==> src/rtl/sys_bridge.sv <==
// sys_bridge: data-side bridge from the CPU MEM stage to RAM, a timer and unmapped space.
// RAM accesses stall the pipeline; the timer raises hw_int[2] towards CP0.
module sys_bridge #(
  parameter logic [31:0] RAM_BASE    = 32'h0000_0000,
  parameter int          RAM_AW      = 14,
  parameter logic [31:0] DEV_BASE    = 32'h0000_7F00,
  parameter int          RAM_TIMEOUT = 16
) (
  input  logic        clk,
  input  logic        rst,
  input  logic        cpu_req,
  input  logic        cpu_we,
  input  logic [31:0] cpu_addr,
  input  logic [31:0] cpu_wdata,
  input  logic [3:0]  cpu_be,
  output logic [31:0] cpu_rdata,
  output logic        cpu_stall,
  output logic        bus_err,
  output logic        ram_req,
  output logic        ram_we,
  output logic [31:0] ram_addr,
  output logic [31:0] ram_wdata,
  output logic [3:0]  ram_be,
  input  logic [31:0] ram_rdata,
  input  logic        ram_ack,
  output logic [5:0]  hw_int
);

  localparam int CW = $clog2(RAM_TIMEOUT + 1);

  typedef enum logic [1:0] {IDLE, RAM_WAIT, DONE} state_t;

  state_t        state, state_d;
  logic [CW-1:0] cnt, cnt_d;
  logic          we_q, err_q, pend, hw_q, tmo;
  logic [31:0]   addr_q, wdata_q, rdata_q;
  logic [31:0]   preset, count, dev_rd;
  logic [3:0]    be_q, ctrl;
  logic          ram_hit, dev_hit, idle_req;
  logic          ram_go, dev_acc, unm;
  logic          sel_ctrl, sel_pre, sel_cnt;
  logic          wr_ctrl, wr_pre, auto, expire;

  assign ram_hit  = cpu_addr[31:RAM_AW] == RAM_BASE[31:RAM_AW];
  assign sel_ctrl = cpu_addr == DEV_BASE;
  assign sel_pre  = cpu_addr == DEV_BASE + 32'd4;
  assign sel_cnt  = cpu_addr == DEV_BASE + 32'd8;
  assign dev_hit  = sel_ctrl | sel_pre | sel_cnt;

  assign idle_req = (state == IDLE) & cpu_req;
  assign ram_go   = idle_req & ram_hit;
  assign dev_acc  = idle_req & ~ram_hit & dev_hit;
  assign unm      = idle_req & ~ram_hit & ~dev_hit;

  // partial-width device stores are ignored
  assign wr_ctrl = dev_acc & cpu_we & (cpu_be == 4'hF) & sel_ctrl;
  assign wr_pre  = dev_acc & cpu_we & (cpu_be == 4'hF) & sel_pre;
  assign auto    = ctrl[2:1] == 2'b01;
  assign expire  = ctrl[0] & (count == 32'd1);

  always_comb begin
    state_d   = state;
    cnt_d     = cnt;
    ram_req   = 1'b0;
    cpu_stall = 1'b0;
    tmo       = 1'b0;
    unique case (state)
      IDLE: begin
        if (ram_go) begin
          cpu_stall = 1'b1;
          cnt_d     = '0;
          state_d   = RAM_WAIT;
        end
      end
      RAM_WAIT: begin
        ram_req   = 1'b1;
        cpu_stall = 1'b1;
        cnt_d     = cnt + CW'(1);
        if (ram_ack) begin
          state_d = DONE;
        end else if (cnt == CW'(RAM_TIMEOUT - 1)) begin
          tmo     = 1'b1;
          state_d = DONE;
        end
      end
      DONE:    state_d = IDLE;
      default: state_d = IDLE;
    endcase
  end

  always_comb begin
    dev_rd = '0;
    unique case (1'b1)
      sel_ctrl: dev_rd = {28'd0, ctrl};
      sel_pre:  dev_rd = preset;
      sel_cnt:  dev_rd = count;
      default:  dev_rd = '0;
    endcase
  end

  always_ff @(posedge clk) begin
    if (!rst) begin
      state   <= IDLE;
      cnt     <= '0;
      we_q    <= 1'b0;
      addr_q  <= '0;
      wdata_q <= '0;
      be_q    <= '0;
      rdata_q <= '0;
      err_q   <= 1'b0;
    end else begin
      state <= state_d;
      cnt   <= cnt_d;
      err_q <= tmo;
      if (ram_go) begin
        we_q    <= cpu_we;
        addr_q  <= cpu_addr;
        wdata_q <= cpu_wdata;
        be_q    <= cpu_be;
      end
      if (state == RAM_WAIT) begin
        if (ram_ack)  rdata_q <= we_q ? 32'd0 : ram_rdata;
        else if (tmo) rdata_q <= 32'hDEAD_BEEF;
      end
    end
  end

  // later assignments win: CPU writes override same-cycle timer updates
  always_ff @(posedge clk) begin
    if (!rst) begin
      ctrl   <= '0;
      preset <= '0;
      count  <= '0;
      pend   <= 1'b0;
      hw_q   <= 1'b0;
    end else begin
      hw_q <= pend & ctrl[3];
      if (ctrl[0] && count != 32'd0) count <= count - 32'd1;
      else if (ctrl[0] && auto)      count <= preset;
      if (expire) begin
        pend <= 1'b1;
        if (!auto) ctrl[0] <= 1'b0;
      end
      if (wr_pre) begin
        preset <= cpu_wdata;
        count  <= cpu_wdata;
      end
      if (wr_ctrl) begin
        ctrl <= cpu_wdata[3:0];
        pend <= 1'b0;
      end
    end
  end

  assign cpu_rdata = dev_acc ? dev_rd : (state == DONE) ? rdata_q : 32'd0;
  assign bus_err   = unm | ((state == DONE) & err_q);
  assign ram_we    = we_q;
  assign ram_addr  = addr_q;
  assign ram_wdata = wdata_q;
  assign ram_be    = be_q;
  assign hw_int    = {3'b000, hw_q, 2'b00};

endmodule
==> config.mk <==
export PLATFORM = sky130hd
export DESIGN_NAME = sys_bridge
export DESIGN_NICKNAME = d
export VERILOG_FILES = /design/src/rtl/sys_bridge.sv
export SDC_FILE = /design/constraint.sdc
export NUM_CORES = 1
export LEC_CHECK = 0
export CORE_UTILIZATION = 45
export CTS_BUF_LIST = sky130_fd_sc_hd__clkbuf_2 sky130_fd_sc_hd__clkbuf_4 sky130_fd_sc_hd__clkbuf_8
export CTS_CLUSTER_SIZE = 40
export DETAILED_ROUTE_END_ITERATION = 6
export PLACE_DENSITY = 0.74
export SYNTH_ARGS = -nofsm -noshare
export SYNTH_HDL_FRONTEND = slang
export SYNTH_SLANG_ARGS = --single-unit
==> constraint.sdc <==
create_clock -name clk -period 3.1 [get_ports clk]
set_input_delay 0.31 -clock clk [delete_from_list [all_inputs] [get_ports clk]]
set_output_delay 0.31 -clock clk [all_outputs]
set_load 0.005 [all_outputs]
Word-level counts from Yosys, hierarchy flattened
Cells that the tools add are included.
{ "op_classes": {"add_sub_neg": 2, "n_eq_ne": 12, "n_mux": 24, "bitwise_logic": 18, "reduce_logical": 14} }
{ "ops": {"columns": ["op", "count"], "rows": [
  ["32-bit 2-to-1 mux", 8],
  ["32-bit by 15-bit == test with 1-bit output (second input constant)", 3],
  ["32-bit case mux with 3 select lines", 1],
  ["32-bit by 1-bit == test with 1-bit output (second input constant)", 1],
  ["32-bit nonzero test", 1],
  ["32-bit by 1-bit subtractor with 32-bit output (second input constant)", 1],
  ["18-bit zero test", 1],
  ["1-bit bitwise AND", 12],
  ["5-bit case mux with 2 select lines", 1],
  ["1-bit 2-to-1 mux", 8],
  ["2-bit AND reduction", 4],
  ["2-bit 2-to-1 mux", 3],
  ["2-bit nonzero test", 3],
  ["5-bit by 1-bit adder with 5-bit output (second input constant)", 1],
  ["5-bit by 4-bit == test with 1-bit output (second input constant)", 1],
  ["5-bit 2-to-1 mux", 1],
  ["2-bit by 1-bit == test with 1-bit output (second input constant)", 2],
  ["4-bit == test (second input constant)", 1],
  ["2-bit != test (second input constant)", 2],
  ["2-bit case mux with 2 select lines", 1],
  ["3-bit != test (second input constant)", 1],
  ["1-bit NOT", 3],
  ["1-bit bitwise OR", 3],
  ["3-bit nonzero test", 1],
  ["5 further kinds", 6]
]} }
{ "word_totals": {"register_bits": 179, "inputBits": 105, "elab_cells": 84} }

Logic depth before layout (Yosys ltp)
Gate-level depths: netlist of the first run.
{ "depth": {"depth_word": 9, "ltp_mapped": 11} }

Worst setup path after synthesis of the first run
No wires, ideal clock.
{ "synth_timing": {"path_type": "register to register", "from": "reg count[0]", "to": "reg count[30]", "arrival_ps": 2388, "path_slack_ps": 591, "stages_incl_launch_ff": 11, "synth_period_minus_slack_ps": 2509, "cell_sequence": "dfxtp_1 > inv_1 > ha_1 > or4b_2 > or4_4 > buf_6 > nor4_4 > xnor2_1 > nor2_1 > a31oi_1 > a21oi_1"} }
{ "synth_via": {"elab_chain_len": 4, "elab_cells_between_ends": 6, "cone_classes": "1 x add/sub; 2 x mux; 3 x reduce/logical"} }
{ "synth_rtl": {"columns": ["item", "line", "rtl"], "rows": [
  ["start, declared", "37", "logic [31:0] preset, count, dev_rd;"],
  ["start signal, assigned", "138", "if (ctrl[0] && count != 32'd0) count <= count - 32'd1;"],
  ["start signal, assigned", "139", "else if (ctrl[0] && auto) count <= preset;"],
  ["start signal, assigned", "146", "count <= cpu_wdata;"],
  ["branches (longest 4 deep; another with 32-bit by 1-bit subtractor with 32-bit output)", null, null]
]} }
Several ways; the timed one is not identified.
A chain may end at the register's enable or synchronous reset.

Final worst setup path of the first run
{ "layout_timing": {"from": "in cpu_addr[4]", "to": "out cpu_rdata[16]"} }
{ "layout_via": {"elab_chain_len": 5, "elab_cells_between_ends": 8, "cone_classes": "3 x eq/ne; 2 x mux; 3 x bitwise"} }
{ "layout_rtl": {"columns": ["item", "line", "rtl"], "rows": [
  ["start, declared", "13", "input logic [31:0] cpu_addr,"],
  ["32-bit by 15-bit == test with 1-bit output, on equally long branches", "45, 46", null],
  ["1-bit bitwise OR (2 in series)", "48", "assign dev_hit = sel_ctrl | sel_pre | sel_cnt;"],
  ["1-bit bitwise AND", "52", "assign dev_acc = idle_req & ~ram_hit & dev_hit;"],
  ["32-bit 2-to-1 mux *", "155", "assign cpu_rdata = dev_acc ? dev_rd : (state == DONE) ? rdata_q : 32'd0;"],
  ["end, declared", "16", "output logic [31:0] cpu_rdata,"]
]} }
Every way passes the cells marked *; elsewhere a longest branch is shown, timed or not.

==> run_results.csv, run 1 <==
group,metric,value,unit
outcome,status,"finished with violations",
outcome,violations,"setup timing",
die,ios,215,
clock_network,cts_tree,"built",
sta,period_needed,3160,ps
route,drc,0,
synthesis,synth_top_area_share,0.415,
grt,grt_max_degree,60,
route,finalWirelength,28000,microns
sta,worst_slack,-58.5,ps
critical_path,cp_max_fo,6,
synthesis,synth_seq_cells,179,
sta,finalSetupViolCount,4,
grt,grt_pass1_vias,7958,
die,start_util,0.461,
grt,grt_pass1_wl,44000,microns
sta,grt_setup_unrepaired,"yes",
placed_design,dp_cells,1496,
synthesis,syn_inst,1095,
route,via_per_inst,5.64,
cells_and_area,final_layout_size_suffix_gt1_frac,0.0892,
cells_and_area,nNetsFinal,1397,
critical_path,cp_slowest_cell,"or4_4",
cells_and_area,stdcell_area,11500,sq um
synthesis,synthArstFlopShare,0,
route,first_pass_iters,6,
synthesis,ys_seq_area_frac,0.415,
placed_design,port_buffers,209,
power_and_ir_drop,pwr_density_cell,355,nW/um^2
synthesis,synth_edf_count,0,
sta,fmax,317,MHz
sta,post-route-period-util,1.02,
placed_design,place_congestion,0.939,
clock_network,ctsHoldBuffers,0,
die,placement_rows,50,
synthesis,synthDistinctLibCells,64,
sta,whs,363,ps
route,antenna_left,0,
worst_hold_path,hp-class,"primary input to flop",
die,die_area,19800,sq um
critical_path,arrival,2850,ps
sta,tightest_slew,710,ps
grt,grt_overflow,0,
critical_path,start_kind,"primary input",
clock_network,clkTransAtPathRegs,90,ps
critical_path,critPathCaptureType,"output pin",
cells_and_area,area_delta_synth_final,33.0,%
die,die_x,141,microns
route,wl_per_cell,18.2,microns
placed_design,place_area,11100,sq um
critical_path,slowest_delay,550,ps
synthesis,synth_top_area_cell,"dfxtp_1",
synthesis,synth_flop_cell,"dfxtp_1",
sta,relSlewSlack,0.527,
placed_design,hpwl,20400,microns
synthesis,synth_area_leaders,"dfxtp_1, nand2_1, a21boi_0",
clock_network,clockRootBuffer,"clkbuf_8",
sta,finClkSkew,9.57,ps
grt,antenna_found_initial,0,
clock_network,ctsHtreeMaxLevel,4,
clock_network,cts_sinks,179,
critical_path,crit_type,"primary input to output pin",
clock_network,worstSkewPairLatency,470,ps
die,core_area,18800,sq um
grt,grt_use_total,0.285,
cells_and_area,instances_no_fill,1534,
cells_and_area,utilization,0.612,
critical_path,required,2790,ps
route,vias,8656,
synthesis,synth_warnings,0,
clock_network,numCtsBuffers,17,
synthesis,synth.avg_cell_area,7.89,sq um
flow_run,cap_violations,0,
synthesis,syn_area,8640,sq um
power_and_ir_drop,leakagePower,4.63,nW
route,drt-initial-drc-count,743,
cells_and_area,n_antenna_cell,0,
power_and_ir_drop,peakVddDrop,0.248,mV
sta,finalHoldViolCount,0,
critical_path,path_cells,"clkdlybuf4s50_1 -> or4_4 -> nor2_2 -> nand4_1 -> buf_4 -> nor3b_4 -> buf_4 -> a22oi_1 -> o21ai_1 -> clkdlybuf4s50_1",
clock_network,clock_path_buffers,2,
sta,drv_slew,0,
die,fp.dieH,141,microns
==> state kept, by name, summed over array words and instances (netlist names) <==
| register | flops |
|---|---|
| ram_wdata | 32 |
| ram_be | 4 |
| ram_we | 1 |
| cnt | 5 |
| ram_addr | 32 |
| pend | 1 |
| count | 32 |
| ctrl | 4 |
| state | 2 |
| preset | 32 |
| err_q | 1 |
| hw_q | 1 |
| rdata_q | 32 |
==> where the power goes <==
group	switching, mW	internal, mW	leakage [nW]
Combinational	0.103	0.151	3.00
Sequential	0.00000106	2.30	1.44
Clock	0.906	0.622	0.182
Total	1.01	3.07	4.63
==> metrics by stage <==
stage | total power [mW] | TNS (ps) | worst slack [ps]
6_report | 4.08 | -115 | -58.5
5_1_grt | 4.22 | -1160 | -194
4_1_cts | 4.10 | -465 | -87.9
3_5_place_dp | 2.60 | -7050 | -283
3_3_place_gp | 2.60 | -5070 | -194
2_1_floorplan | 2.42 | 0 | 591
==> final timing paths <==
kind / from / endpoint / slack [ps] / cells past startpoint
setup / recovery: cpu_addr[4] / cpu_rdata[16] / -60 / 10
hold / removal: rst / err_q / 360 / 3
setup reg to reg: count[22] / count[17] / 230 / 7
hold reg to reg: ram_addr[6] / ram_addr[6] / 470 / 2
==> layer usage <==
layer | routed length, microns | vias up | GRT usage | part of all wire
met5 | 0 | - | 0 | 0
met4 | 474 | 0 | 0.0784 | 0.017
met3 | 2570 | 37 | 0.0829 | 0.092
met2 | 12100 | 363 | 0.428 | 0.43
met1 | 12900 | 4056 | 0.397 | 0.46
li1 | - | 4200 | - | -
==> layout make-up <==
cell class | count | area (sq um)
tap | 234 | 293
timing repair buffer | 263 | 2540
fill | 1671 | 7270
inverter | 29 | 109
clock buffer | 20 | 269
sequential | 179 | 3580
multi-input combinational | 797 | 4600
clock inverter | 12 | 100
==> synthesized netlist by cell type (9+ instances only) <==
cell type / count
a21boi_0: 94
a21oi_1: 36
a22oi_1: 31
a31oi_1: 9
and3_1: 28
clkbuf_1: 77
dfxtp_1: 179
inv_1: 29
mux2i_1: 10
nand2_1: 243
nand3_1: 20
nand4_1: 9
nor2_1: 43
nor2b_1: 9
nor3_1: 21
nor4_1: 15
o211a_1: 24
o21ai_0: 99
==> placed cells by master (no fill, tap or decap), types with 28 or more instances in the layout <==
cell type and instances:
o21ai_1 29, o21ai_0 74, and3_1 28, dfxtp_1 179
a21boi_0 94, nand2_1 243, inv_1 29, nor2_1 40
a21oi_1 36, clkdlybuf4s50_1 184, buf_4 46, a22oi_1 31
==> worst max-delay path: cells and delay by family <==
family,cells,cell delay (ps)
AO/OA/AOI/OAI,2,260
buffers and inverters,4,1320
AND/OR/NAND/NOR,4,960
==> what timing repair did <==
item	in CTS	in global routing
setup buffers	3	1
endpoints found under the setup margin	32	20
hold endpoints to repair	0	0
gates cloned	2	0
resized for setup	37	31
pin swaps	2	3
==> cells by family (layout without fill, tap and decap cells) <==
family | count (synthesis) | in the layout | synth area share
simple gates | 433 | 433 | 0.235
compound gates | 328 | 328 | 0.256
flops | 179 | 179 | 0.415
buf+inv | 123 | 324 | 0.0595
xor+xnor | 16 | 16 | 0.0162
mux | 10 | 10 | 0.0116
fa+ha+maj | 5 | 5 | 0.00724
other cells | 1 | 5 | 0.000434
(Power assumes the default switching activity.)
==> inputs of run 2 (changes only) <==
- CTS_BUF_LIST: sky130_fd_sc_hd__clkbuf_2 sky130_fd_sc_hd__clkbuf_4 sky130_fd_sc_hd__clkbuf_8 -> sky130_fd_sc_hd__clkbuf_4
- MAX_ROUTING_LAYER: unset -> met4
==> run_results.csv, run 2 (synthesis gave the netlist of run 1 again) <==
group,metric,value,unit
die,die_area,19800,sq um
clock_network,cts_tree,"built",
route,finalWirelength,27800,microns
clock_network,clkTransAtPathRegs,150,ps
outcome,violations,"DRC",
sta,relSlewSlack,0.411,
route,drt-initial-drc-count,830,
critical_path,path_cells,"clkdlybuf4s50_1 -> or4_4 -> nor2_1 -> nand4_1 -> buf_4 -> nor3b_4 -> buf_6 -> buf_6 -> a22oi_1 -> o21ai_0 -> dlygate4sd2_1",
grt,grt_overflow,0,
cells_and_area,area_delta_synth_final,31.7,%
grt,grt_max_degree,74,
critical_path,cp_slowest_cell,"or4_4",
critical_path,crit_type,"primary input to output pin",
power_and_ir_drop,peakVddDrop,0.294,mV
route,wl_per_cell,18.2,microns
power_and_ir_drop,finalPower,3.85,mW
cells_and_area,final_cell_mix,"nand2_1, dfxtp_1, clkdlybuf4s50_1",
power_and_ir_drop,power.switching,1.03,mW
route,first_pass_iters,7,
clock_network,numCtsBuffers,17,
clock_network,cts_sinks,179,
sta,worst_slack,144,ps
power_and_ir_drop,internal_power,2.82,mW
sta,tightest_slew,882,ps
cells_and_area,instances_no_fill,1528,
die,die_x,141,microns
critical_path,required,2790,ps
critical_path,slowest_delay,540,ps
clock_network,ctsHoldBuffers,0,
die,placement_rows,50,
critical_path,critPathCaptureType,"output pin",
clock_network,clock_path_buffers,2,
die,ios,215,
sta,fmax,338,MHz
sta,finClkSkew,28.3,ps
placed_design,place_congestion,0.951,
route,vias,8610,
placed_design,port_buffers,209,
die,fp.dieH,141,microns
sta,drv_slew,0,
power_and_ir_drop,leakagePower,4.67,nW
outcome,status,"finished with violations",
critical_path,critPathTopFamily,"buffers and inverters",
grt,grt_pass1_vias,7916,
critical_path,cp_num_buf_inv,5,
route,via_per_inst,5.63,
power_and_ir_drop,power_frac_seq,0.598,
die,start_util,0.461,
critical_path,path_common_cell,"buf_6",
cells_and_area,nNetsFinal,1390,
clock_network,ctsHtreeMaxLevel,4,
clock_network,clockRootBuffer,"clkbuf_4",
worst_hold_path,hp-class,"primary input to flop",
placed_design,dp_cells,1490,
die,core_area,18800,sq um
sta,finalSetupViolCount,0,
sta,finalHoldViolCount,0,
route,drc,2,
power_and_ir_drop,power_frac_clock,0.336,
cells_and_area,final_layout_size_suffix_gt1_frac,0.0820,
sta,grt_setup_unrepaired,"yes",
power_and_ir_drop,combinationalPowerShare,0.066,
cells_and_area,layout_commonest_cell,"nand2_1",
grt,grt_use_total,0.290,
critical_path,arrival,2650,ps
grt,antenna_found_initial,1,
placed_design,pre_cts_slack,-285,ps
flow_run,cap_violations,0,
sta,post-route-period-util,0.954,
grt,grt_pass1_wl,43900,microns
power_and_ir_drop,pwr_density_cell,338,nW/um^2
placed_design,hpwl,20300,microns
clock_network,worstSkewPairLatency,600,ps
sta,period_needed,2960,ps
power_and_ir_drop,switching_share,0.267,
route,antenna_left,0,
critical_path,cp_max_fo,8,
critical_path,start_kind,"primary input",
## run 2: cell types whose count changed in the layout (fill, tap and decap cells not counted), moves of 3 or more
cell and change:
buf_4 -9, clkdlybuf4s50_1 -8, o21ai_0 +7, clkbuf_2 -3
dlymetal6s2s_1 +3, inv_6 +3, clkbuf_8 -19, clkbuf_4 +17
clkinv_4 -4, o21ai_1 -8, dlygate4sd2_1 +10
## run 2: area by class of cell
type                            count  area (sq um)
Timing Repair Buffer              256          2520
Clock buffer                       18           135
Inverter                           29           109
Clock inverter                     14           139
Antenna cell                        1          2.50
Tap cell                          234           293
Multi-Input combinational cell    797          4600
Fill cell                        1699          7390
Sequential cell                   179          3580
## run 2: per-layer routing
layer,vias to the layer above,routed length [microns],share of wire,GRT usage
met1,3998,12600,0.45,0.398
met3,47,2600,0.094,0.0598
met4,0,446,0.016,0.0812
met5,-,0,0,-
met2,385,12200,0.44,0.433
li1,4180,-,-,-
## run 2: stage by stage
stage	util	area (sq um)	hold WS [ps]	setup TNS, ps
global placement	0.587	11000	449	-4940
CTS	0.603	11300	119	-130
detailed placement	0.587	11000	456	-7250
floorplan	-	8660	387	0
finish	0.606	11400	148	0
global route	0.606	11400	115	0
## run 2: path summary, 6_finish.rpt
path / cells past startpoint / slack, ps / end / from
max: 11 / 140 / cpu_rdata[13] / cpu_addr[4]
min: 3 / 150 / count[12] / rst
max reg2reg: 8 / 310 / count[26] / count[23]
min reg2reg: 2 / 470 / ram_addr[6] / ram_addr[6]
## run 2: worst register-to-register path: stages, from the launching register on
cell     delay, ps
dfxtp_1        400
or4_4          590
nor4b_2        380
and4_1         390
buf_4          210
a31oi_4        260
nor2_1         180
nor2_1          60
a22o_1         230
## run 2: power by group through the flow
stage               Clock [mW]  Combinational, mW  Sequential, mW
floorplan                    0             0.0727            2.35
global placement             0              0.248            2.35
detailed placement           0              0.248            2.35
CTS                       1.31              0.250            2.30
global route              1.42              0.269            2.30
finish                    1.29              0.253            2.30
## run 2: repair_timing
item,in CTS,in global routing
setup buffers,3,0
gates resized for setup,46,20
endpoints found under the setup margin,32,10
cloned,2,0
pin swaps,2,1
